### src/rtl/mem_stage_ctrl.sv
// ---------------------------------------------------------------------------
// mem_stage_ctrl
//   MEM-stage data-memory access controller. Sits between the EX/MEM
//   pipeline flop and MEM_WB_FF. Each load or store is turned into exactly
//   one request on a req/ack handshake to a variable-latency data memory.
//   The pipeline is stalled until the ack arrives or a timeout expires.
//   Load data is registered and presented to MEM_WB_FF together with the
//   combinational pass-through of the ALU result and writeback select.
//
// Ports
//   clk, rst_n          clock, asynchronous active-low reset
//   alu_result_EX       ALU result; address for loads and stores
//   sdata_EX            store data
//   mem_re_EX/_we_EX    load / store present in MEM stage
//   wb_sel_EX           writeback select (passed through)
//   ext_stall           stall from elsewhere in the pipeline
//   mem_req/wr/addr/wdata  registered request to data memory
//   mem_rdata, mem_ack  read data and one-cycle completion strobe
//   ldata_MEM           registered load data to MEM_WB_FF
//   alu_result_MEM      = alu_result_EX
//   wb_sel_MEM          = wb_sel_EX
//   mem_stall           stall request to upstream flops and MEM_WB_FF
//   mem_err             one-cycle pulse on timeout or re&we both set
//   stall_cnt           saturating count of cycles with mem_stall high
// ---------------------------------------------------------------------------
module mem_stage_ctrl #(
  parameter int                DATA_W   = 16,
  parameter int                TIMEOUT  = 255,
  parameter int                CNT_W    = 8,
  parameter logic [DATA_W-1:0] ERR_DATA = DATA_W'(16'hDEAD)
) (
  input  logic              clk,
  input  logic              rst_n,
  input  logic [DATA_W-1:0] alu_result_EX,
  input  logic [DATA_W-1:0] sdata_EX,
  input  logic              mem_re_EX,
  input  logic              mem_we_EX,
  input  logic              wb_sel_EX,
  input  logic              ext_stall,
  output logic              mem_req,
  output logic              mem_wr,
  output logic [DATA_W-1:0] mem_addr,
  output logic [DATA_W-1:0] mem_wdata,
  input  logic [DATA_W-1:0] mem_rdata,
  input  logic              mem_ack,
  output logic [DATA_W-1:0] ldata_MEM,
  output logic [DATA_W-1:0] alu_result_MEM,
  output logic              wb_sel_MEM,
  output logic              mem_stall,
  output logic              mem_err,
  output logic [15:0]       stall_cnt
);

  typedef enum logic [1:0] {
    S_IDLE = 2'd0,
    S_WAIT = 2'd1,
    S_DONE = 2'd2
  } state_t;

  // Counter value seen on the last permitted WAIT cycle; reaching it
  // without an ack forces completion.
  localparam logic [CNT_W-1:0] TMO_LAST = CNT_W'(TIMEOUT - 1);

  state_t           state;
  state_t           state_nxt;
  logic [CNT_W-1:0] tmo_cnt;
  logic             mem_op;
  logic             issue;
  logic             ack_take;
  logic             tmo_hit;

  function automatic logic [15:0] sat_inc16(input logic [15:0] v);
    return (v == 16'hFFFF) ? v : v + 16'd1;
  endfunction

  assign alu_result_MEM = alu_result_EX;
  assign wb_sel_MEM     = wb_sel_EX;
  assign mem_op         = mem_re_EX | mem_we_EX;

  // FSM state register
  always_ff @(posedge clk or negedge rst_n) begin
    if (!rst_n) begin
      state <= S_IDLE;
    end else begin
      state <= state_nxt;
    end
  end

  // FSM next-state and per-cycle strobes
  always_comb begin
    state_nxt = state;
    issue     = 1'b0;
    ack_take  = 1'b0;
    tmo_hit   = 1'b0;
    mem_stall = 1'b0;
    case (state)
      S_IDLE: begin
        // A memory op stalls even while ext_stall holds off the issue.
        mem_stall = mem_op;
        if (mem_op && !ext_stall) begin
          issue     = 1'b1;
          state_nxt = S_WAIT;
        end
      end
      S_WAIT: begin
        // ext_stall is deliberately ignored here: the handshake must finish.
        mem_stall = 1'b1;
        if (mem_ack) begin
          ack_take  = 1'b1;
          state_nxt = S_DONE;
        end else if (tmo_cnt == TMO_LAST) begin
          tmo_hit   = 1'b1;
          state_nxt = S_DONE;
        end
      end
      S_DONE: begin
        // Stall is released for one cycle so the op leaves the stage;
        // the same op is still on the inputs, so no re-issue from here.
        if (!ext_stall) begin
          state_nxt = S_IDLE;
        end
      end
      default: begin
        state_nxt = S_IDLE;
      end
    endcase
  end

  // Timeout counter: cleared on issue, counts WAIT cycles without ack
  always_ff @(posedge clk or negedge rst_n) begin
    if (!rst_n) begin
      tmo_cnt <= '0;
    end else if (issue) begin
      tmo_cnt <= '0;
    end else if (state == S_WAIT && !ack_take && !tmo_hit) begin
      tmo_cnt <= tmo_cnt + 1'b1;
    end
  end

  // Request registers: captured once at issue, held stable through WAIT
  always_ff @(posedge clk or negedge rst_n) begin
    if (!rst_n) begin
      mem_req   <= 1'b0;
      mem_wr    <= 1'b0;
      mem_addr  <= '0;
      mem_wdata <= '0;
    end else if (issue) begin
      mem_req   <= 1'b1;
      // re&we together is resolved as a store.
      mem_wr    <= mem_we_EX;
      mem_addr  <= alu_result_EX;
      mem_wdata <= sdata_EX;
    end else if (ack_take || tmo_hit) begin
      mem_req   <= 1'b0;
    end
  end

  // Load data: updated only when a read completes (by ack or timeout)
  always_ff @(posedge clk or negedge rst_n) begin
    if (!rst_n) begin
      ldata_MEM <= '0;
    end else if (ack_take && !mem_wr) begin
      ldata_MEM <= mem_rdata;
    end else if (tmo_hit && !mem_wr) begin
      ldata_MEM <= ERR_DATA;
    end
  end

  // Error pulse: illegal re&we at issue, or timeout
  always_ff @(posedge clk or negedge rst_n) begin
    if (!rst_n) begin
      mem_err <= 1'b0;
    end else begin
      mem_err <= (issue & mem_re_EX & mem_we_EX) | tmo_hit;
    end
  end

  // Stall cycle statistics
  always_ff @(posedge clk or negedge rst_n) begin
    if (!rst_n) begin
      stall_cnt <= 16'd0;
    end else if (mem_stall) begin
      stall_cnt <= sat_inc16(stall_cnt);
    end
  end

endmodule

### config.mk
export PLATFORM = sky130hd
export DESIGN_NAME = mem_stage_ctrl
export DESIGN_NICKNAME = d
export VERILOG_FILES = /design/src/rtl/mem_stage_ctrl.sv
export SDC_FILE = /design/constraint.sdc
export NUM_CORES = 1
export LEC_CHECK = 0
export BUFFER_PORTS_ARGS = -buffer_cell sky130_fd_sc_hd__buf_4
export CELL_PAD_IN_SITES_DETAIL_PLACEMENT = 1
export CELL_PAD_IN_SITES_GLOBAL_PLACEMENT = 1
export CORE_AREA = 2 2 147 77
export DETAILED_ROUTE_END_ITERATION = 10
export DIE_AREA = 0 0 149 79
export PLACE_DENSITY = 0.81
export SKIP_LAST_GASP = 1
export SYNTH_ARGS = -nofsm -noshare
export SYNTH_HDL_FRONTEND = slang
export SYNTH_SLANG_ARGS = --single-unit
### constraint.sdc
create_clock -name clk -period 1.8 [get_ports clk]
set_input_delay 0.18 -clock clk [delete_from_list [all_inputs] [get_ports clk]]
set_output_delay 0.18 -clock clk [all_outputs]
set_load 0.005 [all_outputs]
# Word level (Yosys, flattened, before mapping)
# Index checks and enable logic that the tools add are counted.
[word_totals] regBits=77 output_inout_bits=85
[op_classes] addsub=2 n_eq_ne=7 muxes=19 bitwise_logic=5 n_reduce_logical=16
[op_table] cell="16-bit two-way mux" n=2
[op_table] cell="16-bit by 1-bit adder with 16-bit output, second input constant" n=1
[op_table] cell="16-bit == test, second input constant" n=1
[op_table] cell="8-bit two-way mux" n=2
[op_table] cell="1-bit two-way mux" n=9
[op_table] cell="8-bit by 1-bit adder with 8-bit output, second input constant" n=1
[op_table] cell="8-bit == test, second input constant" n=1
[op_table] cell="2-bit two-way mux" n=4
[op_table] cell="2-bit one-hot mux with 3 select lines" n=1
[op_table] cell="2-bit nonzero test" n=3
[op_table] cell="1-bit logical AND" n=5
[op_table] cell="1-bit logical NOT" n=4
[op_table] cell="2-bit inequality test, second input constant" n=2
[op_table] cell="3-bit inequality test, second input constant" n=1
[op_table] cell="3-bit AND reduction" n=1
[op_table] cell="1-bit bitwise AND" n=2
[op_table] cell="2-bit by 1-bit == test with 1-bit output, second input constant" n=1
[op_table] cell="2-bit == test, second input constant" n=1
[op_table] cell="2-bit logical NOT" n=1
[op_table] cell="1-bit bitwise OR" n=2
[op_table] cell="1-bit one-hot mux with 2 select lines" n=1
[op_table] cell="2-bit AND reduction" n=1
[op_table] cell="1-bit logical OR" n=1
[op_table] cell="1-bit inverter" n=1

# Logic depth before layout (Yosys ltp)
# Gate-level depths: netlist of run 1.
[depth] ltp_word=8 depth_mapped=6 mapped_depth_nobuf=6

# Least setup slack after synthesis of run 1
# Ideal clock, no wire load.
[synth_timing] path_kind="reg2reg" start="reg stall_cnt[0]" end="reg stall_cnt[8]" setup_ps=138 t_arrival_ps=1586 slack_ps=76 stages_incl_launch_ff=7 path_buffers=1 period_less_slack_ps=1724 path_cell_list="dfrtp_1 -> ha_1 -> nand4_1 -> nor4_4 -> buf_4 -> nor4_1 -> xor2_1"
[synth_via] elab_chain_cells=3 word_cells_on_any_way=4
[synth_rtl] item="start, declared" line_no="51" rtl="output logic [15:0] stall_cnt"
[synth_rtl] item="start signal, assigned" line_no="183" rtl="stall_cnt <= sat_inc16(stall_cnt);"
[synth_rtl] item="parallel branches: the longest is 3 deep, another holds 16-bit by 1-bit adder with 16-bit output"
# Parallel ways; which one is timed is not known.
# A chain may end at the register's enable or synchronous reset.

# Final worst setup path of run 1
[layout_timing] start="reg state[0]" end="out mem_stall"
[layout_via] elab_chain_cells=2 word_cells_on_any_way=3
[layout_rtl] item="start, declared" line_no="64" rtl="state_t state;"
[layout_rtl] item="start signal, assigned" line_no="85" rtl="state <= state_nxt;"
[layout_rtl] item="2-bit by 1-bit == test with 1-bit output / 2-bit logical NOT (equally long branches)" line_no="96" rtl="case (state)"
[layout_rtl] item="1-bit one-hot mux with 2 select lines (*)" line_no="96"
[layout_rtl] item="end, declared" line_no="49" rtl="output logic mem_stall,"
# Mark *: on every way between the ends. The rest lies on a longest branch, timed or not.

==> impl_metrics.py, run 1 <==
metrics = {
    "drt": {
        "vias": 2587,
        "drc": 0,
        "drt-vias-per-instance": 4.729,
        "drtIter0Drc": 70,
        "routedWlPerCell_um": 16.15,
        "first_pass_iters": 4,
        "drtAntennaViolNets": 0,
        "wl_mm": 8.832,
    },
    "power": {
        "power_w": 0.007381,
        "combPwrFrac_pct": 36.8,
        "p_switching_w": 0.002300,
        "internal_power_w": 0.005081,
        "power_leakage_nw": 2.231,
        "p_clk_share_pct": 23.1,
        "peakVddDrop_mv": 0.5518,
        "p_per_area_nw_per_um2": 1504,
        "switching_share_pct": 31.16,
        "pwr-share-seq_pct": 40.2,
    },
    "finish": {
        "multi_input_area_um2": 1319,
        "utilization_pct": 46.26,
        "syn_to_final_growth_pct": 45.04,
        "regArea_um2": 1929,
        "finish.net_count": 455,
        "drive_above_1_share_pct": 54.98,
        "nFillCells": 1145,
        "fin_area_um2": 4907,
        "antenna_cells": 0,
    },
    "setup_path": {
        "cpLargestDelayFamily": "flip-flops",
        "critPathMaxFanout": 6,
        "cp-start-kind": "flip-flop",
        "crit_arrival_ns": 1.55,
        "worstPathCellList": "nor3_2, or2_1, buf_4, inv_1, buf_4",
        "crit_path_top_delay_cell": "dfrtp_1",
        "max_stage_delay_ns": 0.46,
        "path_buf_inv": 3,
        "worstSetupPathType": "flip-flop to output pin",
        "cp-end-kind": "output pin",
        "required_ns": 1.62,
        "crit_top_cell": "buf_4",
    },
    "timing": {
        "setup_viol": 0,
        "fmax_ghz": 0.5784,
        "post-route-period-util_pct": 96.05,
        "slew_violations": 0,
        "skew_ns": 0.007807,
        "setup_slack_ns": 0.07109,
        "rsz0062_at_grt": "yes",
        "period_minus_slack_ns": 1.729,
        "worstMarginPinSlew_ns": 0.5034,
        "relSlewSlack_pct": 66.13,
        "tns_ns": 0,
        "hold_violations": 0,
    },
    "die": {
        "coreArea_um2": 10610,
        "initial_core_util_pct": 31.89,
        "dieArea_um2": 11770,
        "die_h_um": 79,
        "pin_count": 140,
        "fp-row-count": 27,
        "die_w_um": 149,
    },
    "place": {
        "hpwl_mm": 6.471,
        "placed_area_um2": 4537,
        "gp_congestion": 0.7460,
        "pre_cts_ws_ns": 0.04989,
        "io_buffers": 137,
    },
    "synthesis": {
        "synth_cell_types": 42,
        "synthArstFlopShare_pct": 100.0,
        "yosys.area.top_type_share_pct": 56.95,
        "ys_seq_area_share_pct": 56.95,
        "synth_seq_cells": 77,
        "synthCells": 259,
        "syn_area_um2": 3383,
        "synth_edf_count": 0,
        "synthMostInstantiatedCell": "dfrtp_1",
        "ys_top_cells_by_count": "77 x dfrtp_1, 33 x mux2_2, 18 x buf_4, 15 x xor2_1, 11 x o22a_1",
        "synth_area_per_cell_um2": 13.06,
        "ys_warn_count": 0,
        "synth_top_area_cell": "dfrtp_1",
        "synth_area_leaders": "dfrtp_1 57%, mux2_2 11%, buf_4 4.0%",
        "syn_nets": 317,
        "synthFlopType": "dfrtp_1",
    },
    "cts": {
        "cts_buffers": 9,
        "path_clk_slew_ns": 0.06,
        "h-tree-depth": 3,
        "cts_sinks": 77,
        "cts_root_buf": "clkbuf_16",
        "cts_tree": "done",
        "cts_buffer_depth": 2,
        "clk_latency_ns": 0.34,
    },
    "global_route": {
        "antenna_found_initial": 0,
        "grt_use_met1_pct": 19.25,
        "grt_use_met2_pct": 25.62,
        "grt_usage_pct": 15.52,
        "grt_overflow": 0,
        "grt-busiest-layer": "met2",
        "use_met3_pct": 5.632,
        "grt_pass1_vias": 2733,
        "grt_max_degree": 72,
        "grt_first_pass_wirelength_mm": 14.21,
    },
    "worst_hold_path": {
        "hp-class": "primary input to flip-flop",
    },
    "run_status": {
        "status": "finished, final reports clean",
    },
    "job": {
        "drv_cap": 0,
    },
}
## worst paths after layout
path | from | endpoint | slack (ns) | cells past startpoint
min | mem_rdata[1] | ldata_MEM[1] | 0.07 | 2
min reg2reg | ldata_MEM[9] | ldata_MEM[9] | 0.49 | 1
min in group asynchronous | rst_n | mem_addr[9] | 0.20 | 2
max reg2reg | stall_cnt[0] | stall_cnt[10] | 0.09 | 6
max | state[0] | mem_stall | 0.07 | 5
max in group asynchronous | rst_n | ldata_MEM[15] | 1.03 | 3
## power groups by stage
stage	Clock [W]	Combinational [W]	Sequential, W
detailed placement	0	0.00270	0.00299
finish	0.00170	0.00271	0.00297
global placement	0	0.00261	0.00293
CTS	0.00177	0.00272	0.00297
floorplan	0	0.00106	0.00296
global route	0.00184	0.00299	0.00307
## state kept, by name, indices dropped and copies added (netlist names), 2 cells and up
| signal | flops |
|---|---|
| tmo_cnt | 8 |
| mem_addr | 16 |
| stall_cnt | 16 |
| state | 2 |
| mem_wdata | 16 |
| ldata_MEM | 16 |
## worst reg2reg max path, stage by stage, from the launching register on
cell and delay, ns:
dfrtp_1 0.35, ha_2 0.20, nand4_1 0.19, buf_4 0.22
or3_4 0.36, nor3_2 0.13, xor2_1 0.18
## stage by stage
stage | std cells | hold WS, ns
3_3_place_gp | 526 | 0.002848
5_1_grt | 547 | 0.06117
6_report | 547 | 0.06681
2_1_floorplan | 259 | -0.1156
3_5_place_dp | 526 | 0.005329
4_1_cts | 543 | 0.05353
## metal layers
metal / vias to the layer above / share of wire (%) / routed length [um]
met2: 84 / 48 / 4199
met4: 0 / 1.1 / 97
met1: 1299 / 43 / 3803
met5: - / 0 / 0
li1: 1192 / - / -
met3: 12 / 8.3 / 731
## kinds of logic (layout without fill, tap and decap cells)
| group | Yosys count | in the layout | share of synthesized area (%) |
|---|---|---|---|
| AO/OA/AOI/OAI | 29 | 29 | 6.805 |
| XOR/XNOR | 19 | 19 | 4.919 |
| adder cells (fa/ha/maj) | 3 | 3 | 1.110 |
| buffers and inverters | 30 | 173 | 5.547 |
| flip-flops | 77 | 77 | 56.95 |
| multiplexers | 36 | 36 | 11.91 |
| AND/OR/NAND/NOR | 65 | 65 | 12.76 |
## repair_timing
action / CTS / global route
gates resized for setup: 3 / 9
endpoints found under the setup margin: 2 / 28
buffers inserted: 0 / 4
pin swaps: 0 / 1
hold endpoints to repair: 77 / 0
hold buffers: 1 / 0
## cell usage in the layout, fill, tap and decap left out, types with 3 or more instances in the layout
cell type  synthesis  layout
a22o_1             5       5
and2_1             3       3
buf_4             18     149
clkbuf_16          0       9
dfrtp_1           77      75
inv_1              4       4
mux2_2            33      33
nand2_1            7       5
nand2b_1           5       5
nand3_1            6       6
nand4_1            6       6
nor2_1            10      10
nor3_1             9       6
nor3_2             0       3
nor4_4             2       3
o21ai_0            3       3
o22a_1            11      11
xnor2_1            4       4
xor2_1            15      15
## layout make-up
cell class / instances / area share (%)
sequential: 77 / 39.32
multi-input combinational: 152 / 26.87
timing repair buffer: 153 / 24.04
clock buffer: 9 / 4.589
tap: 145 / 3.697
clock inverter: 7 / 1.173
inverter: 4 / 0.3060
Power figures use the tool's default switching activity.
==> run 2, diff against run 1 <==
- BUFFER_PORTS_ARGS: -buffer_cell sky130_fd_sc_hd__buf_4 -> -buffer_cell sky130_fd_sc_hd__buf_2
- CORE_AREA: 2 2 147 77 -> 2 2 139 73
- DIE_AREA: 0 0 149 79 -> 0 0 141 75
- HOLD_SLACK_MARGIN: default -> 0.15
- PLACE_DENSITY: 0.81 -> 0.85
- clock period: 1.8 -> 1.7 ns (I/O delays scaled with it)
==> impl_metrics.py, run 2 (synthesized netlist as in run 1, its figures left out) <==
metrics = {
    "timing": {
        "fmax_ghz": 0.5852,
        "hold_violations": 0,
        "setup_slack_ns": -0.008762,
        "slew_violations": 0,
        "rsz0062_at_grt": "yes",
        "setup_viol": 2,
        "relSlewSlack_pct": 67.14,
        "period_minus_slack_ns": 1.709,
        "post-route-period-util_pct": 100.5,
        "tns_ns": -0.01091,
        "worstMarginPinSlew_ns": 0.4913,
        "skew_ns": 0.01564,
    },
    "finish": {
        "finish.net_count": 535,
        "drive_above_1_share_pct": 52.18,
        "nFillCells": 985,
        "final_common_cell": "buf_2",
        "syn_to_final_growth_pct": 57.14,
        "mostFrequentLayoutCells": "136 x buf_2, 76 x dfrtp_1, 50 x dlygate4sd3_1, 38 x buf_4, 33 x mux2_2",
        "antenna_cells": 0,
    },
    "cts": {
        "cts_buffers": 9,
        "cts_sinks": 77,
        "path_clk_slew_ns": 0.07,
        "cts_tree": "done",
        "cts_buffer_depth": 2,
        "h-tree-depth": 3,
        "cts_root_buf": "clkbuf_16",
        "clk_latency_ns": 0.35,
    },
    "die": {
        "initial_core_util_pct": 36.42,
        "die_w_um": 141,
        "coreArea_um2": 9290,
        "die_h_um": 75,
        "fp-row-count": 25,
        "dieArea_um2": 10580,
        "pin_count": 140,
    },
    "power": {
        "power_leakage_nw": 2.487,
        "combPwrFrac_pct": 39.2,
        "p_per_area_nw_per_um2": 1507,
        "pwr-share-seq_pct": 38.8,
        "p_switching_w": 0.002717,
        "p_clk_share_pct": 21.9,
        "internal_power_w": 0.005295,
        "switching_share_pct": 33.91,
        "peakVddDrop_mv": 0.6142,
    },
    "drt": {
        "drtIter0Drc": 140,
        "routedWlPerCell_um": 21.24,
        "vias": 3050,
        "drt-vias-per-instance": 5.066,
        "drc": 0,
        "wl_mm": 12.79,
        "drtAntennaViolNets": 0,
        "first_pass_iters": 4,
    },
    "global_route": {
        "grt_pass1_vias": 3429,
        "grt_first_pass_wirelength_mm": 19.16,
        "grt_overflow": 0,
        "grt_use_met1_pct": 27.64,
        "grt_usage_pct": 24.14,
        "grt-busiest-layer": "met2",
        "use_met3_pct": 4.707,
        "grt_max_degree": 69,
        "antenna_found_initial": 0,
        "grt_use_met2_pct": 46.18,
    },
    "setup_path": {
        "cp-start-kind": "flip-flop",
        "cp-end-kind": "flip-flop",
        "crit_arrival_ns": 1.97,
        "critPathMaxFanout": 3,
        "worstSetupPathType": "flip-flop to flip-flop",
        "r2r_cells": 9,
        "required_ns": 1.96,
    },
    "worst_hold_path": {
        "hold_depth": 2,
        "hp-class": "primary input to flip-flop",
    },
    "run_status": {
        "status": "finished with violations",
        "violations": "negative setup slack",
    },
    "job": {
        "drv_cap": 0,
    },
    "place": {
        "pre_cts_ws_ns": -0.3725,
        "hpwl_mm": 7.284,
        "io_buffers": 137,
        "gp_congestion": 0.7675,
    },
}
run 2: layout make-up:
| type | count | area (um2) | share of cell area, % |
|---|---|---|---|
| repair buffers | 233 | 1594 | 29.98 |
| well taps | 121 | 151.4 | 2.848 |
| multi-input cells | 152 | 1368 | 25.72 |
| flip-flops and latches | 77 | 1928 | 36.27 |
| inverters | 4 | 15.01 | 0.2824 |
| clock buffers | 13 | 250.2 | 4.707 |
| clock inverters | 2 | 10.01 | 0.1883 |
run 2: repair_timing:
item | 4_1_cts | 5_1_grt
endpoints found under the hold margin | 126 | 0
hold buffers | 50 | 0
resized for setup | 11 | 16
endpoints found under the setup margin | 18 | 41
setup buffers | 7 | 4
pin swaps | 6 | 7
run 2: power by group through the flow:
stage               clock (W)  sequential (W)  combinational, W
floorplan                   0         0.00314           0.00112
global placement            0         0.00298           0.00255
detailed placement          0         0.00304           0.00268
CTS                   0.00176         0.00302           0.00295
global route          0.00188         0.00319           0.00337
finish                0.00176         0.00311           0.00314
run 2: worst paths after layout:
kind | from | slack [ns] | endpoint
min in group asynchronous | rst_n | 0.22 | stall_cnt[1]
worst max register to register | tmo_cnt[0] | -0.009 | tmo_cnt[6]
worst max-delay path | tmo_cnt[0] | -0.009 | tmo_cnt[6]
worst min register to register | ldata_MEM[3] | 0.50 | ldata_MEM[3]
worst min-delay path | mem_re_EX | 0.19 | mem_err
max in group asynchronous | rst_n | 0.87 | ldata_MEM[7]
run 2: through the flow:
step	total power [W]	hold slack, ns	utilization (%)	area (um2)	instances
floorplan	0.004260	-0.1256	-	3383	259
global placement	0.005539	0.01126	46.79	4347	526
detailed placement	0.005720	0.01480	46.79	4347	526
CTS	0.007738	0.1580	56.24	5225	598
global route	0.008430	0.1984	57.23	5316	602
finish	0.008012	0.1903	57.23	5316	602
run 2: worst max-delay path, stage by stage, from the launching register on:
cell	delay, ns
dfrtp_1	0.40
inv_2	0.08
ha_4	0.13
buf_4	0.11
nand2_2	0.06
buf_6	0.12
o211ai_1	0.27
buf_4	0.19
o21ai_1	0.07
a21oi_1	0.19
run 2: metal layers:
| metal | share of wire, % | routed length, um | vias to the layer above |
|---|---|---|---|
| li1 | - | - | 1355 |
| met1 | 39 | 4995 | 1567 |
| met2 | 55 | 6979 | 99 |
| met3 | 3.9 | 505 | 29 |
| met4 | 2.4 | 307 | 0 |
| met5 | 0 | 0 | - |
